## config.mk

```make
export PLATFORM = sky130hd
export DESIGN_NAME = vpu_exec_writeback_flat
export DESIGN_NICKNAME = d
export VERILOG_FILES = /design/src/rtl/vpu_exec_writeback_pkg.sv /design/src/rtl/vpu_exec_writeback_if.sv /design/src/rtl/vpu_exec_writeback_fifo.sv /design/src/rtl/vpu_exec_writeback.sv /design/src/flat_wrapper.sv
export SDC_FILE = /design/constraint.sdc
export NUM_CORES = 2
export LEC_CHECK = 0
export ABC_AREA = 0
export CAP_MARGIN = 30
export CORE_AREA = 5 5 312 314
export DETAILED_ROUTE_END_ITERATION = 8
export DIE_AREA = 0 0 317 319
export PLACE_DENSITY = 0.87
export SLEW_MARGIN = 0
export SYNTH_ARGS = -nofsm -noshare
export SYNTH_HDL_FRONTEND = slang
export SYNTH_HIERARCHICAL = 1
export SYNTH_SLANG_ARGS = --single-unit
```

## constraint.sdc

```tcl
create_clock -name clk -period 10.4 [get_ports clk]
set_input_delay 1.04 -clock clk [delete_from_list [all_inputs] [get_ports clk]]
set_output_delay 1.04 -clock clk [all_outputs]
set_load 0.01 [all_outputs]
```

## src/rtl/vpu_exec_writeback_pkg.sv

```systemverilog
// Shared types and defaults for the VPU result writeback block.
package vpu_exec_writeback_pkg;

    localparam int VPU_WB_FIFO_DEPTH = 4;
    localparam int VPU_WB_LEN_WIDTH  = 8;
    localparam int VPU_WB_ADDR_WIDTH = 16;

    typedef enum logic [1:0] {
        IDLE   = 2'd0,
        ACTIVE = 2'd1,
        DONE   = 2'd2
    } vpu_wb_state_t;

    typedef struct packed {
        logic [VPU_WB_ADDR_WIDTH-1:0] base;
        logic [VPU_WB_ADDR_WIDTH-1:0] stride;
        logic [VPU_WB_LEN_WIDTH-1:0]  len;
    } vpu_wb_cfg_t;

endpackage

```

## src/rtl/vpu_exec_writeback_if.sv

```systemverilog
// Command, result and write-port bundle; slave is the writeback block, master the issuer/buffer side.
interface vpu_wb_if #(
    parameter int DWIDTH     = 256,
    parameter int ADDR_WIDTH = 16,
    parameter int LEN_WIDTH  = 8
);
    logic                  cfg_valid_i;
    logic                  cfg_ready_o;
    logic [ADDR_WIDTH-1:0] cfg_base_i;
    logic [ADDR_WIDTH-1:0] cfg_stride_i;
    logic [LEN_WIDTH-1:0]  cfg_len_i;
    logic                  res_valid_i;
    logic [DWIDTH-1:0]     res_data_i;
    logic                  exec_ready_o;
    logic                  wr_valid_o;
    logic                  wr_ready_i;
    logic [ADDR_WIDTH-1:0] wr_addr_o;
    logic [DWIDTH-1:0]     wr_data_o;
    logic                  done_o;
    logic                  err_o;

    modport slave (
        input  cfg_valid_i, cfg_base_i, cfg_stride_i, cfg_len_i,
        input  res_valid_i, res_data_i, wr_ready_i,
        output cfg_ready_o, exec_ready_o, wr_valid_o, wr_addr_o, wr_data_o,
        output done_o, err_o
    );

    modport master (
        output cfg_valid_i, cfg_base_i, cfg_stride_i, cfg_len_i,
        output res_valid_i, res_data_i, wr_ready_i,
        input  cfg_ready_o, exec_ready_o, wr_valid_o, wr_addr_o, wr_data_o,
        input  done_o, err_o
    );
endinterface

```

## src/rtl/vpu_exec_writeback_fifo.sv

```systemverilog
// Small synchronous FIFO with a registered head word; push and pop may coincide at any occupancy.
module vpu_wb_fifo #(
    parameter int WIDTH = 256,
    parameter int DEPTH = 4,
    parameter int CW    = $clog2(DEPTH) + 1
) (
    input  logic             clk,
    input  logic             rst_n,
    input  logic             push,
    input  logic [WIDTH-1:0] din,
    input  logic             pop,
    output logic [WIDTH-1:0] head,
    output logic [CW-1:0]    count,
    output logic             full,
    output logic             empty
);
    localparam int AW = $clog2(DEPTH);

    logic [WIDTH-1:0] mem [DEPTH];
    logic [AW-1:0]    rd_ptr_reg, wr_ptr_reg;
    logic [CW-1:0]    count_reg;
    logic [WIDTH-1:0] head_reg;
    logic             do_push, do_pop;

    assign do_pop  = pop && (count_reg != '0);
    assign do_push = push && ((count_reg != CW'(DEPTH)) || do_pop);

    always_ff @(posedge clk) begin
        if (do_push) mem[wr_ptr_reg] <= din;
    end

    always_ff @(posedge clk) begin
        if (!rst_n) begin
            rd_ptr_reg <= '0;
            wr_ptr_reg <= '0;
            count_reg  <= '0;
            head_reg   <= '0;
        end else begin
            if (do_push) wr_ptr_reg <= wr_ptr_reg + 1'b1;
            if (do_pop)  rd_ptr_reg <= rd_ptr_reg + 1'b1;
            case ({do_push, do_pop})
                2'b10:   count_reg <= count_reg + 1'b1;
                2'b01:   count_reg <= count_reg - 1'b1;
                default: count_reg <= count_reg;
            endcase
            // The word behind the head is never the one being written, since writes land at rd_ptr+count.
            if (do_pop) begin
                if (count_reg > CW'(1))
                    head_reg <= mem[rd_ptr_reg + 1'b1];
                else if (do_push)
                    head_reg <= din;
            end else if (do_push && count_reg == '0) begin
                head_reg <= din;
            end
        end
    end

    assign head  = head_reg;
    assign count = count_reg;
    assign full  = (count_reg == CW'(DEPTH));
    assign empty = (count_reg == '0);
endmodule

```

## src/rtl/vpu_exec_writeback.sv

```systemverilog
// Buffers exec-unit results and writes them to base + k*stride, one command at a time.
module vpu_exec_writeback
    import vpu_exec_writeback_pkg::*;
#(
    parameter int DWIDTH     = 256,
    parameter int ADDR_WIDTH = VPU_WB_ADDR_WIDTH,
    parameter int LEN_WIDTH  = VPU_WB_LEN_WIDTH,
    parameter int FIFO_DEPTH = VPU_WB_FIFO_DEPTH
) (
    input  logic     clk,
    input  logic     rst_n,
    vpu_wb_if.slave  bus
);
    localparam int CW = $clog2(FIFO_DEPTH) + 1;
    localparam logic [1:0] ST_IDLE   = IDLE;
    localparam logic [1:0] ST_ACTIVE = ACTIVE;
    localparam logic [1:0] ST_DONE   = DONE;

    logic [1:0]            state_reg, state_next;
    logic [ADDR_WIDTH-1:0] next_addr_reg, stride_reg;
    logic [LEN_WIDTH-1:0]  len_reg, acc_cnt_reg, wr_cnt_reg;
    logic                  err_reg;
    logic                  push, pop, cfg_fire;
    logic                  fifo_full, fifo_empty;
    logic [CW-1:0]         fifo_count;
    logic [DWIDTH-1:0]     fifo_head;

    assign cfg_fire = (state_reg == ST_IDLE) && bus.cfg_valid_i;
    assign pop      = !fifo_empty && bus.wr_ready_i;
    // A full FIFO can still take a result when the write port drains one in the same cycle.
    assign push     = bus.res_valid_i && (state_reg == ST_ACTIVE) &&
                      (acc_cnt_reg != len_reg) && (!fifo_full || pop);

    vpu_wb_fifo #(
        .WIDTH (DWIDTH),
        .DEPTH (FIFO_DEPTH),
        .CW    (CW)
    ) u_fifo (
        .clk   (clk),
        .rst_n (rst_n),
        .push  (push),
        .din   (bus.res_data_i),
        .pop   (pop),
        .head  (fifo_head),
        .count (fifo_count),
        .full  (fifo_full),
        .empty (fifo_empty)
    );

    always_comb begin
        state_next = state_reg;
        case (state_reg)
            ST_IDLE:   if (bus.cfg_valid_i)
                           state_next = (bus.cfg_len_i == '0) ? ST_DONE : ST_ACTIVE;
            ST_ACTIVE: if (pop && wr_cnt_reg == len_reg - LEN_WIDTH'(1))
                           state_next = ST_DONE;
            ST_DONE:   state_next = ST_IDLE;
            default:   state_next = ST_IDLE;
        endcase
    end

    always_ff @(posedge clk) begin
        if (!rst_n) begin
            state_reg     <= ST_IDLE;
            next_addr_reg <= '0;
            stride_reg    <= '0;
            len_reg       <= '0;
            acc_cnt_reg   <= '0;
            wr_cnt_reg    <= '0;
            err_reg       <= 1'b0;
        end else begin
            state_reg <= state_next;
            if (cfg_fire) begin
                next_addr_reg <= bus.cfg_base_i;
                stride_reg    <= bus.cfg_stride_i;
                len_reg       <= bus.cfg_len_i;
                acc_cnt_reg   <= '0;
                wr_cnt_reg    <= '0;
            end else begin
                if (push) acc_cnt_reg <= acc_cnt_reg + 1'b1;
                if (pop) begin
                    wr_cnt_reg    <= wr_cnt_reg + 1'b1;
                    next_addr_reg <= next_addr_reg + stride_reg;
                end
            end
            // Any result that could not be accepted is lost; flag it until reset.
            if (bus.res_valid_i && !push) err_reg <= 1'b1;
        end
    end

    assign bus.cfg_ready_o  = (state_reg == ST_IDLE);
    assign bus.exec_ready_o = (fifo_count <= CW'(FIFO_DEPTH - 2));
    assign bus.wr_valid_o   = !fifo_empty;
    assign bus.wr_addr_o    = next_addr_reg;
    assign bus.wr_data_o    = fifo_head;
    assign bus.done_o       = (state_reg == ST_DONE);
    assign bus.err_o        = err_reg;
endmodule

```

## src/flat_wrapper.sv

```systemverilog
// flat-port wrapper written by rule: the top's interface ports become plain ports
module vpu_exec_writeback_flat import vpu_exec_writeback_pkg::*;
#(
    parameter int DWIDTH     = 256,
    parameter int ADDR_WIDTH = VPU_WB_ADDR_WIDTH,
    parameter int LEN_WIDTH  = VPU_WB_LEN_WIDTH,
    parameter int FIFO_DEPTH = VPU_WB_FIFO_DEPTH
)
  (clk, rst_n, bus_cfg_valid_i, bus_cfg_base_i, bus_cfg_stride_i, bus_cfg_len_i, bus_res_valid_i, bus_res_data_i, bus_wr_ready_i, bus_cfg_ready_o, bus_exec_ready_o, bus_wr_valid_o, bus_wr_addr_o, bus_wr_data_o, bus_done_o, bus_err_o);
  vpu_wb_if #(.DWIDTH(DWIDTH), .ADDR_WIDTH(ADDR_WIDTH), .LEN_WIDTH(LEN_WIDTH)) bus_i ();
  input  logic clk;
  input  logic rst_n;
  input wire logic [$bits(bus_i.cfg_valid_i)-1:0] bus_cfg_valid_i;
  input wire logic [$bits(bus_i.cfg_base_i)-1:0] bus_cfg_base_i;
  input wire logic [$bits(bus_i.cfg_stride_i)-1:0] bus_cfg_stride_i;
  input wire logic [$bits(bus_i.cfg_len_i)-1:0] bus_cfg_len_i;
  input wire logic [$bits(bus_i.res_valid_i)-1:0] bus_res_valid_i;
  input wire logic [$bits(bus_i.res_data_i)-1:0] bus_res_data_i;
  input wire logic [$bits(bus_i.wr_ready_i)-1:0] bus_wr_ready_i;
  output wire logic [$bits(bus_i.cfg_ready_o)-1:0] bus_cfg_ready_o;
  output wire logic [$bits(bus_i.exec_ready_o)-1:0] bus_exec_ready_o;
  output wire logic [$bits(bus_i.wr_valid_o)-1:0] bus_wr_valid_o;
  output wire logic [$bits(bus_i.wr_addr_o)-1:0] bus_wr_addr_o;
  output wire logic [$bits(bus_i.wr_data_o)-1:0] bus_wr_data_o;
  output wire logic [$bits(bus_i.done_o)-1:0] bus_done_o;
  output wire logic [$bits(bus_i.err_o)-1:0] bus_err_o;
  assign bus_i.cfg_valid_i = bus_cfg_valid_i;
  assign bus_i.cfg_base_i = bus_cfg_base_i;
  assign bus_i.cfg_stride_i = bus_cfg_stride_i;
  assign bus_i.cfg_len_i = bus_cfg_len_i;
  assign bus_i.res_valid_i = bus_res_valid_i;
  assign bus_i.res_data_i = bus_res_data_i;
  assign bus_i.wr_ready_i = bus_wr_ready_i;
  assign bus_cfg_ready_o = bus_i.cfg_ready_o;
  assign bus_exec_ready_o = bus_i.exec_ready_o;
  assign bus_wr_valid_o = bus_i.wr_valid_o;
  assign bus_wr_addr_o = bus_i.wr_addr_o;
  assign bus_wr_data_o = bus_i.wr_data_o;
  assign bus_done_o = bus_i.done_o;
  assign bus_err_o = bus_i.err_o;
  vpu_exec_writeback #(.DWIDTH(DWIDTH), .ADDR_WIDTH(ADDR_WIDTH), .LEN_WIDTH(LEN_WIDTH), .FIFO_DEPTH(FIFO_DEPTH)) u_core (.clk(clk), .rst_n(rst_n), .bus(bus_i));
endmodule
```

# Word-level counts from Yosys, hierarchy flattened
# Memory sizes are Yosys's and may differ from the RTL's.
# Index checks and enable logic that the tools add are counted.
# word_totals
register_bits,322
ramBits,1024
in_bits,301
out_inout_bits,277
word_cells,72
n_memories,1
# classes
n_addsub,8
n_lt_le_gt_ge,2
eq_ne,11
mux,13
bitwise_logic,1
reduce_logical,25
# memory_table
memory,words,word_bits,read_ports,rd_ports_with_merged_regs,write_ports,line,source
u_core.u_fifo.mem,4,256,1,0,1,vpu_exec_writeback_fifo.sv:19,logic [WIDTH-1:0] mem [DEPTH];
# ops
operator,count
$mux 256,4
$mux 16,2
$add 16x16->16,1
$add 8x1->8 const B,2
$logic_and 1x1->1,10
$eq 8x8->1,1
$logic_not 8->1,1
$ne 8x8->1,1
$sub 8x1->8 const B,1
$mux 2,3
$pmux 3 s2,1
$reduce_bool 2->1,3
$add 2x1->2 const B,2
$eq 2x1->1 const B,2
$eq 2x2->1 const B,2
$ne 2x2->1 const B,2
$pmux 2 s2,1
$reduce_and 2->1,2
$add 3x1->3 const B,1
$eq 3x3->1 const B,1
$gt 3x1->1 const B,1
$le 3x2->1 const B,1
$logic_not 1->1,3
$logic_not 3->1,1
9 further kinds,11

# Longest topological paths before layout
# logic_depth
ltp_word,9
mapped_depth,15
ltp_nobuf,12

# Modules after synthesis
# The synthesis kept the hierarchy.
# by_module_without_submodules
mod,instances,cells_per_inst,area_per_inst_um2,seq_area_each_um2
vpu_wb_fifo,1,2859,48786.8,36014.5
vpu_exec_writeback,1,443,3575.9,1181.1

# Worst setup path before layout
# OpenSTA, ideal clock, no wires.
# synth_path
path_kind,input -> register
start,input bus_wr_ready_i
end,memory u_core.u_fifo.mem[0][0] (enable)
setup_time_ps,650
arrival_time_ps,8115
slack_ps,1635
stages,5
path_buffers,1
cell_sequence,nand2_2 > a221oi_4 > clkbuf_1 > o21a_1 > and2_1
# synth_between
elab_chain_cells,6
word_cells_on_any_way,8
classes_between,2 x mux; 6 x reduce/logical
# synth_lines
item,line,source
from (decl),flat_wrapper.sv:19,input wire logic [$bits(bus_i.wr_ready_i)-1:0] bus_wr_ready_i;
$logic_and 1x1->1,vpu_exec_writeback.sv:29,assign pop = !fifo_empty && bus.wr_ready_i;
$logic_or 1x1->1,vpu_exec_writeback.sv:32,(acc_cnt_reg != len_reg) && (!fifo_full || pop);
$logic_and 1x1->1,vpu_exec_writeback.sv:32,
named net u_core.push,vpu_exec_writeback.sv:23,"logic push, pop, cfg_fire;"
$logic_and 1x1->1,vpu_exec_writeback_fifo.sv:26,assign do_push = push && ((count_reg != CW'(DEPTH)) || do_pop);
$mux 1,vpu_exec_writeback_fifo.sv:29,if (do_push) mem[wr_ptr_reg] <= din;
$mux 1 (implied by the code),vpu_exec_writeback_fifo.sv:29,
to (decl),vpu_exec_writeback_fifo.sv:19,
# The timed path passes the listed nets, and every way through them passes these cells.

# Worst setup path in the final report
# layout_path
start,register u_core.u_fifo.count_reg[0] (netlist: u_core/u_fifo/count[0])
end,memory u_core.u_fifo.mem[1][167] (enable)
# layout_between
elab_chain_cells,8
word_cells_on_any_way,14
classes_between,2 x eq/ne; 2 x mux; 10 x reduce/logical
# layout_lines
item,line,source
from (decl),vpu_exec_writeback_fifo.sv:21,logic [CW-1:0] count_reg;
from (signal assigned),vpu_exec_writeback_fifo.sv:42,2'b10: count_reg <= count_reg + 1'b1;
from (signal assigned),vpu_exec_writeback_fifo.sv:43,2'b01: count_reg <= count_reg - 1'b1;
from (signal assigned),vpu_exec_writeback_fifo.sv:44,default: count_reg <= count_reg;
$logic_not 3->1,vpu_exec_writeback_fifo.sv:61,assign empty = (count_reg == '0);
named net u_core.fifo_empty,vpu_exec_writeback.sv:24,"logic fifo_full, fifo_empty;"
$logic_not 1->1,vpu_exec_writeback.sv:29,
$logic_and 1x1->1,vpu_exec_writeback.sv:29,
$logic_or 1x1->1,vpu_exec_writeback.sv:32,
$logic_and 1x1->1,vpu_exec_writeback.sv:32,
named net u_core.push,vpu_exec_writeback.sv:23,
$logic_and 1x1->1,vpu_exec_writeback_fifo.sv:26,
$mux 1,vpu_exec_writeback_fifo.sv:29,
$mux 1 (implied by the code),vpu_exec_writeback_fifo.sv:29,
# The timed path passes the listed nets, and every way through them passes these cells.

==> flow_summary.json <==
{
  "setup_viol_count_final": 0,
  "yosysWarnings": 6,
  "cp_top_family": "buffers and inverters",
  "post-dp-hpwl_mm": 81.38,
  "ys_async_sr_fraction_pct": 0,
  "grt.busiest_layer": "met2",
  "hold_path.startpoint": "u_core/stride_reg[2]",
  "ioPinCount": 578,
  "synth_top_flop_cell": "edfxtp_1",
  "antenna_left": 0,
  "final_cells": 5220,
  "final_area_sq_mm": 0.06353,
  "grt_max_degree": 145,
  "cts_tree": "done",
  "max_freq_ghz": 0.1899,
  "placed_cells": 4930,
  "postLayoutCoreUtil_pct": 67.37,
  "max-cap-violations": 0,
  "portBuffers": 577,
  "swShare_pct": 21.85,
  "cts_buffers": 136,
  "dieArea_sq_mm": 0.1011,
  "die_x_um": 317,
  "reg2reg_from": "u_core/u_fifo/count[0]",
  "hold_path.class": "reg -> reg",
  "antenna_found_initial": 46,
  "required_ns": 10.75,
  "tightest_slew_ns": 1.233,
  "rsz0062_at_grt": "false",
  "fin_worst_skew_ns": 0.03851,
  "fillerInstances": 5825,
  "p_int_w": 0.008984,
  "synthesis.nets": 3630,
  "status": "complete, no violations",
  "drt_iter0_markers": 4203,
  "clk_path_buf_depth": 3,
  "netlist.area_leader.share_pct": 58.72,
  "drc_errors": 0,
  "postSynthAreaPerCell_sq_um": 15.86,
  "synth_common_cells": "1024 x edfxtp_1, 592 x nand2_1, 322 x dfxtp_1",
  "grt_pass1_vias": 34210,
  "ctsResizeCount": 0,
  "clkTransAtPathRegs_ns": 0.06,
  "final_hold_viol_count": 0,
  "crit_buf_inv": 5,
  "num_vias": 33450,
  "yosysMostFrequentCell": "edfxtp_1",
  "crit_path_end_kind": "flip-flop",
  "cpPeakStageDelay_ns": 0.98,
  "nets": 4133,
  "synthTopCellsByArea": "edfxtp_1 59%, dfxtp_1 12%, mux4_2 11%",
  "crit_chain": "inv_1, ha_1, nand2b_2, inv_1, inv_2, nand2_2, a221oi_4, o21a_1, and2_4, buf_4, buf_4",
  "area_growth_pct": 21.33,
  "use_met1_pct": 34.87,
  "grt_pass1_wl_mm": 212.8,
  "yosysTopAreaCell": "edfxtp_1",
  "final.min_clock_period_ns": 5.265,
  "grt.met3_usage_pct": 5.701,
  "clock_latency_ns": 0.73,
  "largest_reg_flops": 1024,
  "post_cts.repair.setup_buffers": 0,
  "cpMaxStageDelayCell": "a221oi_4",
  "routed_wl_mm": 142.9,
  "met2_usage_pct": 44.29,
  "p_per_area_mw_per_mm2": 180.9,
  "drive_above_1_share_pct": 13.24,
  "combPwrFrac_pct": 6.1,
  "placed_area_sq_mm": 0.05898,
  "p_leak_nw": 19.54,
  "root_buffer": "clkbuf_16",
  "dr.pass1.iters": 6,
  "start_util_pct": 55.53,
  "vias_per_cell": 6.409,
  "coreArea_sq_mm": 0.09430,
  "yosysUniqueCellTypes": 63,
  "crit_arrival_ns": 5.61,
  "rows": 113,
  "htree_levels": 4,
  "max_slew_margin_pct": 17.82,
  "cts_sinks": 1346,
  "slew_viol_final": 0,
  "wl_per_cell_um": 27.37,
  "synth-seq-area-share_pct": 71.03,
  "final.setup.tns_ns": 0,
  "synth-seq-cells": 1346,
  "seqPwrFrac_pct": 51.9,
  "dieHeight_um": 319,
  "gp_congestion": 0.8477,
  "synth_edf_count": 1024,
  "clock_power_share_pct": 42.0,
  "synthCells": 3302,
  "grt_usage_pct": 27.54,
  "switchingPower_w": 0.002512,
  "criticalPathCategory": "reg -> reg",
  "postCtsHoldBufs": 0,
  "syn_area_sq_mm": 0.05236,
  "fin_crit_sh_pct": 50.62,
  "cp-start-kind": "flip-flop",
  "grt_overflow_total": 0,
  "cp_max_fo": 47,
  "startpoint": "u_core/u_fifo/count[0]",
  "vdd_drop_max_mv": 0.1493
}
==> worst reg2reg max path: cells and delay by family, from the launching register on <==
family          cells  cell delay (ns)
compound gates      2             1.36
simple gates        3             1.20
fa+ha+maj           1             0.29
buf+inv             5             1.56
flops               1             0.44
==> kinds of logic after synthesis <==
| kind of cell | synth area share (%) |
|---|---|
| flip-flops | 71.03 |
| AND/OR/NAND/NOR | 7.881 |
| adder cells (fa/ha/maj) | 0.6595 |
| buffers and inverters | 2.518 |
| multiplexers | 11.13 |
| XOR/XNOR | 0.6356 |
| AO/OA/AOI/OAI | 6.146 |
==> layer usage <==
metal	part of all wire (%)	wire length, um
met1	35	49510
met2	49	70380
met4	6.5	9267
met3	9.5	13640
met5	0.043	61
==> final timing paths <==
| check | depth (start not counted) | slack [ns] | to |
|---|---|---|---|
| setup / recovery | 11 | 5.14 | u_core/u_fifo/mem[1][167] |
| hold / removal | 2 | 0.46 | u_core/stride_reg[2] |
| setup reg to reg | 11 | 5.14 | u_core/u_fifo/mem[1][167] |
| hold reg to reg | 2 | 0.46 | u_core/stride_reg[2] |
==> power by group through the flow <==
stage / Combinational [W] / Clock, W / Sequential, W
after detailed placement: 0.000684 / 0 / 0.00608
after global routing: 0.000739 / 0.00513 / 0.00598
final: 0.000700 / 0.00482 / 0.00597
after CTS: 0.000693 / 0.00488 / 0.00597
after floorplan: 0.000269 / 0 / 0.00610
after global placement: 0.000660 / 0 / 0.00607
==> layout by cell type, fill, tap and decap left out, types with 8 or more instances in the layout <==
master,instances
nand2_1,592
mux4_2,256
clkdlybuf4s50_1,577
o21ai_1,8
dfxtp_1,320
a21boi_1,27
ha_1,26
o211ai_1,8
buf_4,31
inv_1,15
nor3_1,260
nand3_1,12
a21oi_1,32
bufinv_16,8
xnor2_1,10
edfxtp_1,1024
clkbuf_16,143
diode_2,42
nor2_1,32
o21ai_0,15
clkbuf_1,32
a21o_1,10
a311oi_1,257
clkbuf_8,10
xor2_1,28
clkinv_1,22
buf_12,9
nand4_1,13
clkinv_2,18
==> cell type report <==
type,count,area [sq um],area share (%)
clock buffers,185,3836,6.038
inverters,19,86.33,0.1359
multi-input cells,1682,13890,21.87
diodes,42,105.1,0.1654
flip-flops and latches,1346,37200,58.56
repair buffers,620,6271,9.870
clock inverters,61,555.5,0.8744
well taps,1265,1583,2.491
==> metrics by stage <==
| step | setup WS (ns) | hold slack [ns] | total power, W |
|---|---|---|---|
| 6_report | 5.135 | 0.4603 | 0.01150 |
| 5_1_grt | 4.841 | 0.4738 | 0.01184 |
| 4_1_cts | 5.141 | 0.4609 | 0.01154 |
| 3_5_place_dp | 4.769 | 0.4527 | 0.006764 |
| 3_3_place_gp | 4.847 | 0.4481 | 0.006734 |
| 2_1_floorplan | 1.635 | 0.4388 | 0.006369 |
Power figures use the tool's default switching activity.
